File: config.mk
export PLATFORM = sky130hd
export DESIGN_NAME = alu_issue_ctrl
export DESIGN_NICKNAME = d
export VERILOG_FILES = /design/src/rtl/alu_issue_ctrl.sv
export SDC_FILE = /design/constraint.sdc
export NUM_CORES = 1
export LEC_CHECK = 0
export BUFFER_PORTS_ARGS = -buffer_cell sky130_fd_sc_hd__buf_2
export CAP_MARGIN = 20
export CORE_ASPECT_RATIO = 1.4
export CORE_MARGIN = 4
export CORE_UTILIZATION = 49
export DETAILED_ROUTE_END_ITERATION = 10
export PLACE_DENSITY = 0.93
export REMOVE_ABC_BUFFERS = 1
export SETUP_SLACK_MARGIN = 0.02
export SLEW_MARGIN = 20
export SYNTH_ARGS = -nofsm -noshare
export SYNTH_HDL_FRONTEND = slang
export SYNTH_SLANG_ARGS = --single-unit
File: constraint.sdc
create_clock -name clk -period 4.4 [get_ports clk]
set_clock_uncertainty 0.2 [all_clocks]
set_input_delay 0.44 -clock clk [delete_from_list [all_inputs] [get_ports clk]]
set_output_delay 0.44 -clock clk [all_outputs]
set_load 0.02 [all_outputs]
File: src/rtl/alu_issue_ctrl.sv
// alu_issue_ctrl: accepts one decoded LEGv8 register-stage instruction, drives the
// combinational ALU with registered control/operands for one cycle, then holds the
// captured result and flags until the consumer takes them.
module alu_issue_ctrl #(
    parameter int unsigned WIDTH = 32,
    parameter int unsigned IMMW  = 12
) (
    input  logic             clk,
    input  logic             rst_n,
    input  logic             in_valid,
    output logic             in_ready,
    input  logic [10:0]      in_opcode,
    input  logic [WIDTH-1:0] in_a,
    input  logic [WIDTH-1:0] in_b,
    input  logic [IMMW-1:0]  in_imm,
    output logic [3:0]       alu_ctrl,
    output logic [WIDTH-1:0] alu_a,
    output logic [WIDTH-1:0] alu_b,
    input  logic [WIDTH-1:0] alu_result,
    output logic             out_valid,
    input  logic             out_ready,
    output logic [WIDTH-1:0] out_result,
    output logic             out_zero,
    output logic             out_neg,
    output logic             out_illegal
);

    localparam int unsigned CTRLW = 4;

    localparam logic [CTRLW-1:0] CTRL_ADD  = 4'b0010;
    localparam logic [CTRLW-1:0] CTRL_SUB  = 4'b1010;
    localparam logic [CTRLW-1:0] CTRL_AND  = 4'b0110;
    localparam logic [CTRLW-1:0] CTRL_ORR  = 4'b0100;
    localparam logic [CTRLW-1:0] CTRL_EOR  = 4'b1001;
    localparam logic [CTRLW-1:0] CTRL_PASS = 4'b1101;
    localparam logic [CTRLW-1:0] CTRL_NOP  = 4'b0111;

    typedef enum logic [1:0] {
        S_IDLE = 2'd0,
        S_EXEC = 2'd1,
        S_DONE = 2'd2
    } state_t;

    state_t state, state_nxt;

    logic [CTRLW-1:0] dec_ctrl;
    logic             dec_use_imm;
    logic             dec_ill;
    logic [WIDTH-1:0] dec_b;
    logic             accept;
    logic             ill_q;
    logic [WIDTH-1:0] cap_res;

    // Opcode to ALU control translation; first matching row wins.
    always_comb begin
        dec_ctrl    = CTRL_NOP;
        dec_use_imm = 1'b0;
        dec_ill     = 1'b0;
        casez (in_opcode)
            11'b10001011000: dec_ctrl = CTRL_ADD;
            11'b11111000010,
            11'b11111000000: begin dec_ctrl = CTRL_ADD; dec_use_imm = 1'b1; end
            11'b1001000100?: begin dec_ctrl = CTRL_ADD; dec_use_imm = 1'b1; end
            11'b11001011000: dec_ctrl = CTRL_SUB;
            11'b1101000100?: begin dec_ctrl = CTRL_SUB; dec_use_imm = 1'b1; end
            11'b10001010000: dec_ctrl = CTRL_AND;
            11'b1001001000?: begin dec_ctrl = CTRL_AND; dec_use_imm = 1'b1; end
            11'b10101010000: dec_ctrl = CTRL_ORR;
            11'b1011001000?: begin dec_ctrl = CTRL_ORR; dec_use_imm = 1'b1; end
            11'b11001010000: dec_ctrl = CTRL_EOR;
            11'b1101001000?: begin dec_ctrl = CTRL_EOR; dec_use_imm = 1'b1; end
            11'b10110100???: dec_ctrl = CTRL_PASS;
            default:         dec_ill  = 1'b1;
        endcase
    end

    // Second operand: zero-extended immediate for I/D-type, register otherwise.
    always_comb begin
        dec_b = in_b;
        if (dec_use_imm) begin
            dec_b = WIDTH'(in_imm);
        end
    end

    // Handshake and capture qualifiers.
    always_comb begin
        accept  = (state == S_IDLE) && in_valid;
        cap_res = ill_q ? '0 : alu_result;
    end

    // State register.
    always_ff @(posedge clk or negedge rst_n) begin
        if (!rst_n) begin
            state <= S_IDLE;
        end else begin
            state <= state_nxt;
        end
    end

    // Next-state logic: one cycle in EXEC, hold DONE until the consumer takes it.
    always_comb begin
        state_nxt = state;
        case (state)
            S_IDLE:  if (in_valid)  state_nxt = S_EXEC;
            S_EXEC:                 state_nxt = S_DONE;
            S_DONE:  if (out_ready) state_nxt = S_IDLE;
            default:                state_nxt = S_IDLE;
        endcase
    end

    // Handshake flags follow the state being entered so they stay registered.
    always_ff @(posedge clk or negedge rst_n) begin
        if (!rst_n) begin
            in_ready  <= 1'b1;
            out_valid <= 1'b0;
        end else begin
            in_ready  <= (state_nxt == S_IDLE);
            out_valid <= (state_nxt == S_DONE);
        end
    end

    // ALU drive: loaded on accept, visible only during EXEC, parked otherwise.
    always_ff @(posedge clk or negedge rst_n) begin
        if (!rst_n) begin
            alu_ctrl <= CTRL_NOP;
            alu_a    <= '0;
            alu_b    <= '0;
            ill_q    <= 1'b0;
        end else if (accept) begin
            alu_ctrl <= dec_ctrl;
            alu_a    <= in_a;
            alu_b    <= dec_b;
            ill_q    <= dec_ill;
        end else if (state == S_EXEC) begin
            alu_ctrl <= CTRL_NOP;
            alu_a    <= '0;
            alu_b    <= '0;
        end
    end

    // Result capture at the end of EXEC; illegal ops report a forced zero.
    always_ff @(posedge clk or negedge rst_n) begin
        if (!rst_n) begin
            out_result  <= '0;
            out_zero    <= 1'b0;
            out_neg     <= 1'b0;
            out_illegal <= 1'b0;
        end else if (state == S_EXEC) begin
            out_result  <= cap_res;
            out_zero    <= (cap_res == '0);
            out_neg     <= cap_res[WIDTH-1];
            out_illegal <= ill_q;
        end
    end

endmodule

==> metrics.cfg <==
[status]
status=complete, no violations

[finish]
final_common_cell=buf_2
fillCellCount=711
syn2layout_area_growth_pct=31.7
layout-drive-gt1-share=0.437
antenna_cells=0
fin_util=0.659
finish.instance_area_sq_mm=0.00595
final_cells=727
layout_common_cells=buf_2 (226), dfrtp_1 (103), nand2_1 (69), a22o_1 (52), nand2b_1 (32)
nets=738

[detailed_routing]
dr_total_vias=4068
via_per_inst=5.60
drt_iter0_drc=168
dr.pass1.iters=5
ant_nets=0
drt_wl_total_mm=12.3
wl_per_cell_um=16.9
drc=0

[timing]
tightest_slew_ps=960
setup_viol=0
setup-tns-final_ps=0
finalMaxSlewViolations=0
period_minus_slack_ps=2270
slew_headroom=0.359
period_share=0.516
fmax_ghz=0.440
rsz0062_at_grt=false
hold_viol=0

[logic_synthesis]
synth-seq-cells=107
avgSynthCellArea_sq_um=11.1
synth-edff-count=0
synthAdderAreaFrac=0
synthArstFlopShare=1.00
ys_seq_area_frac=0.594
yosys_warnings=0
synth_xor_area_frac=0
syn-instance-count=406
ys.flop_type=dfrtp_1
synth_compound_area_frac=0.200
synth.area.mux_share=0.00250
synth_area_sq_mm=0.00451
yosys.cell_types.count=40
synth_top_family_by_area=compound AO/OA/AOI/OAI gates
synth-simple-area-share=0.166

[worst_setup_path]
criticalPathCategory=register to register
r2r_start=state[0]
rr_endpoint=alu_ctrl[1]
slowest_stage=inv_2
path_delay_family=buffers and inverters
worst-path-max-fanout=58
crit_path_frequent_cell=nand2_1
reg2reg_depth=5
crit_chain=nor2_1 -> nand2_1 -> inv_2 -> nand2_1 -> o32a_1
endpoint_kind=register
required_ps=4470
path_buf_inv=1
crit_arrival_ps=2340
r2r_setup_slack_ps=2130
slowest_delay_ps=740
start_kind=register

[floorplan]
core_area_sq_mm=0.00903
num_io_pins=228
die_y_um=122
die_w_um=89.1
dieArea_sq_mm=0.0108
start_util=0.500
rows=41

[place]
io_buffers=227
dp.final_hpwl_mm=9.17
place_area_sq_mm=0.00564
dp.cells=711
place_congestion=0.874

[clock_network]
clk-insertion-delay-late_ps=340
clk_pin_slew_ps=70
clk_path_buf_depth=2
cts_post_setup_buffers_inserted=0
root_buffer=clkbuf_16
cts_resized=0
htreeDepth=3
clock_sinks=107
hold_buffers=0
cts_tree=yes
cts_inserted_buffers=9

[global_route]
gr-total-overflow=0
antenna_found_initial=0
use_met2=0.383
grt_max_degree=74
globalRoute.busiestLayer=met2
use_met3=0.0453
first_global_vias=4055
track_usage=0.229
use_met1=0.282
grt_pass1_wl_mm=19.2

[run]
max_cap_violations=0

[pwr]
vdd_drop_max_v=0.000451
p_leak_nw=3.14
power_per_cell_area_mw_per_mm2=728

[min_path]
hp-class=input pin to async pin

cell type report:
cell class	count	area, sq um	area share
inverters	2	7.51	0.00126
repair buffers	229	1150	0.194
clock inverters	7	73.8	0.0124
clock buffers	9	225	0.0379
flip-flops and latches	107	2680	0.451
well taps	107	134	0.0225
multi-input cells	266	1670	0.281
synthesized netlist by cell type (2+ instances only):
library cell    n  area share
nor4_1          8       0.011
nor2_1         13       0.011
a21oi_1         5      0.0055
buf_2          10       0.011
o211ai_2       11       0.030
dfrtp_1       103        0.57
o21ai_0        27       0.030
o211ai_1        2      0.0033
a22o_1         52        0.10
buf_1           2      0.0017
clkbuf_1       15       0.012
nand4_1        14       0.019
nand3_1         2      0.0022
dfstp_2         4       0.023
buf_6           2      0.0050
nand2b_1       33       0.046
o21ai_1        11       0.012
nand2_1        69       0.057
nor3b_1         2      0.0033
power breakdown:
part           total [mW]  internal, mW  switching (mW)  leakage (nW)
logic                1.84         0.668            1.17          1.61
clock network       0.797         0.445           0.351         0.151
registers            1.69          1.41           0.282          1.38
registers in the layout, indices dropped and copies added, names as in the netlist:
name         count
alu_a           32
alu_b           32
out_result      32
alu_ctrl         4
state            2
ill_q            1
in_ready         1
out_illegal      1
out_valid        1
out_zero         1
layer usage:
| metal | vias to the layer above | wire, um |
|---|---|---|
| met1 | 1946 | 4440 |
| met2 | 228 | 6390 |
| met3 | 29 | 1080 |
| met5 | - | 0 |
| met4 | 0 | 393 |
| li1 | 1865 | - |
worst register-to-register path: cells and delay by family (launching register included):
family	cells	cell delay (ps)
flip-flops	1	420
buffers and inverters	1	740
AND/OR/NAND/NOR	3	440
AO/OA/AOI/OAI	1	390
kinds of logic (layout without fill, tap and decap cells):
| family | count (synthesis) | in the layout |
|---|---|---|
| mux | 1 | 1 |
| buf+inv | 33 | 247 |
| flops | 107 | 107 |
| compound gates | 116 | 116 |
| simple gates | 149 | 149 |
worst max path at each step:
| stage | start | to | depth (start not counted) |
|---|---|---|---|
| 2_1_floorplan | state[1] | out_illegal | 2 |
| 3_3_place_gp | in_opcode[4] | alu_b[25] | 6 |
| 3_5_place_dp | in_opcode[4] | alu_b[13] | 6 |
| 4_1_cts | state[0] | alu_ctrl[1] | 5 |
| 5_1_grt | state[0] | alu_ctrl[1] | 5 |
| 6_report | state[0] | alu_ctrl[1] | 5 |
metrics by stage:
step	power (mW)	worst slack [ps]	hold WS [ps]
after global placement	3.47	2120	258
after detailed placement	3.55	2010	265
after CTS	4.37	2120	42.6
after global routing	4.60	1850	81.7
after floorplan	2.80	2110	-55.6
final	4.33	2130	11.2
Power figures use the tool's default switching activity.
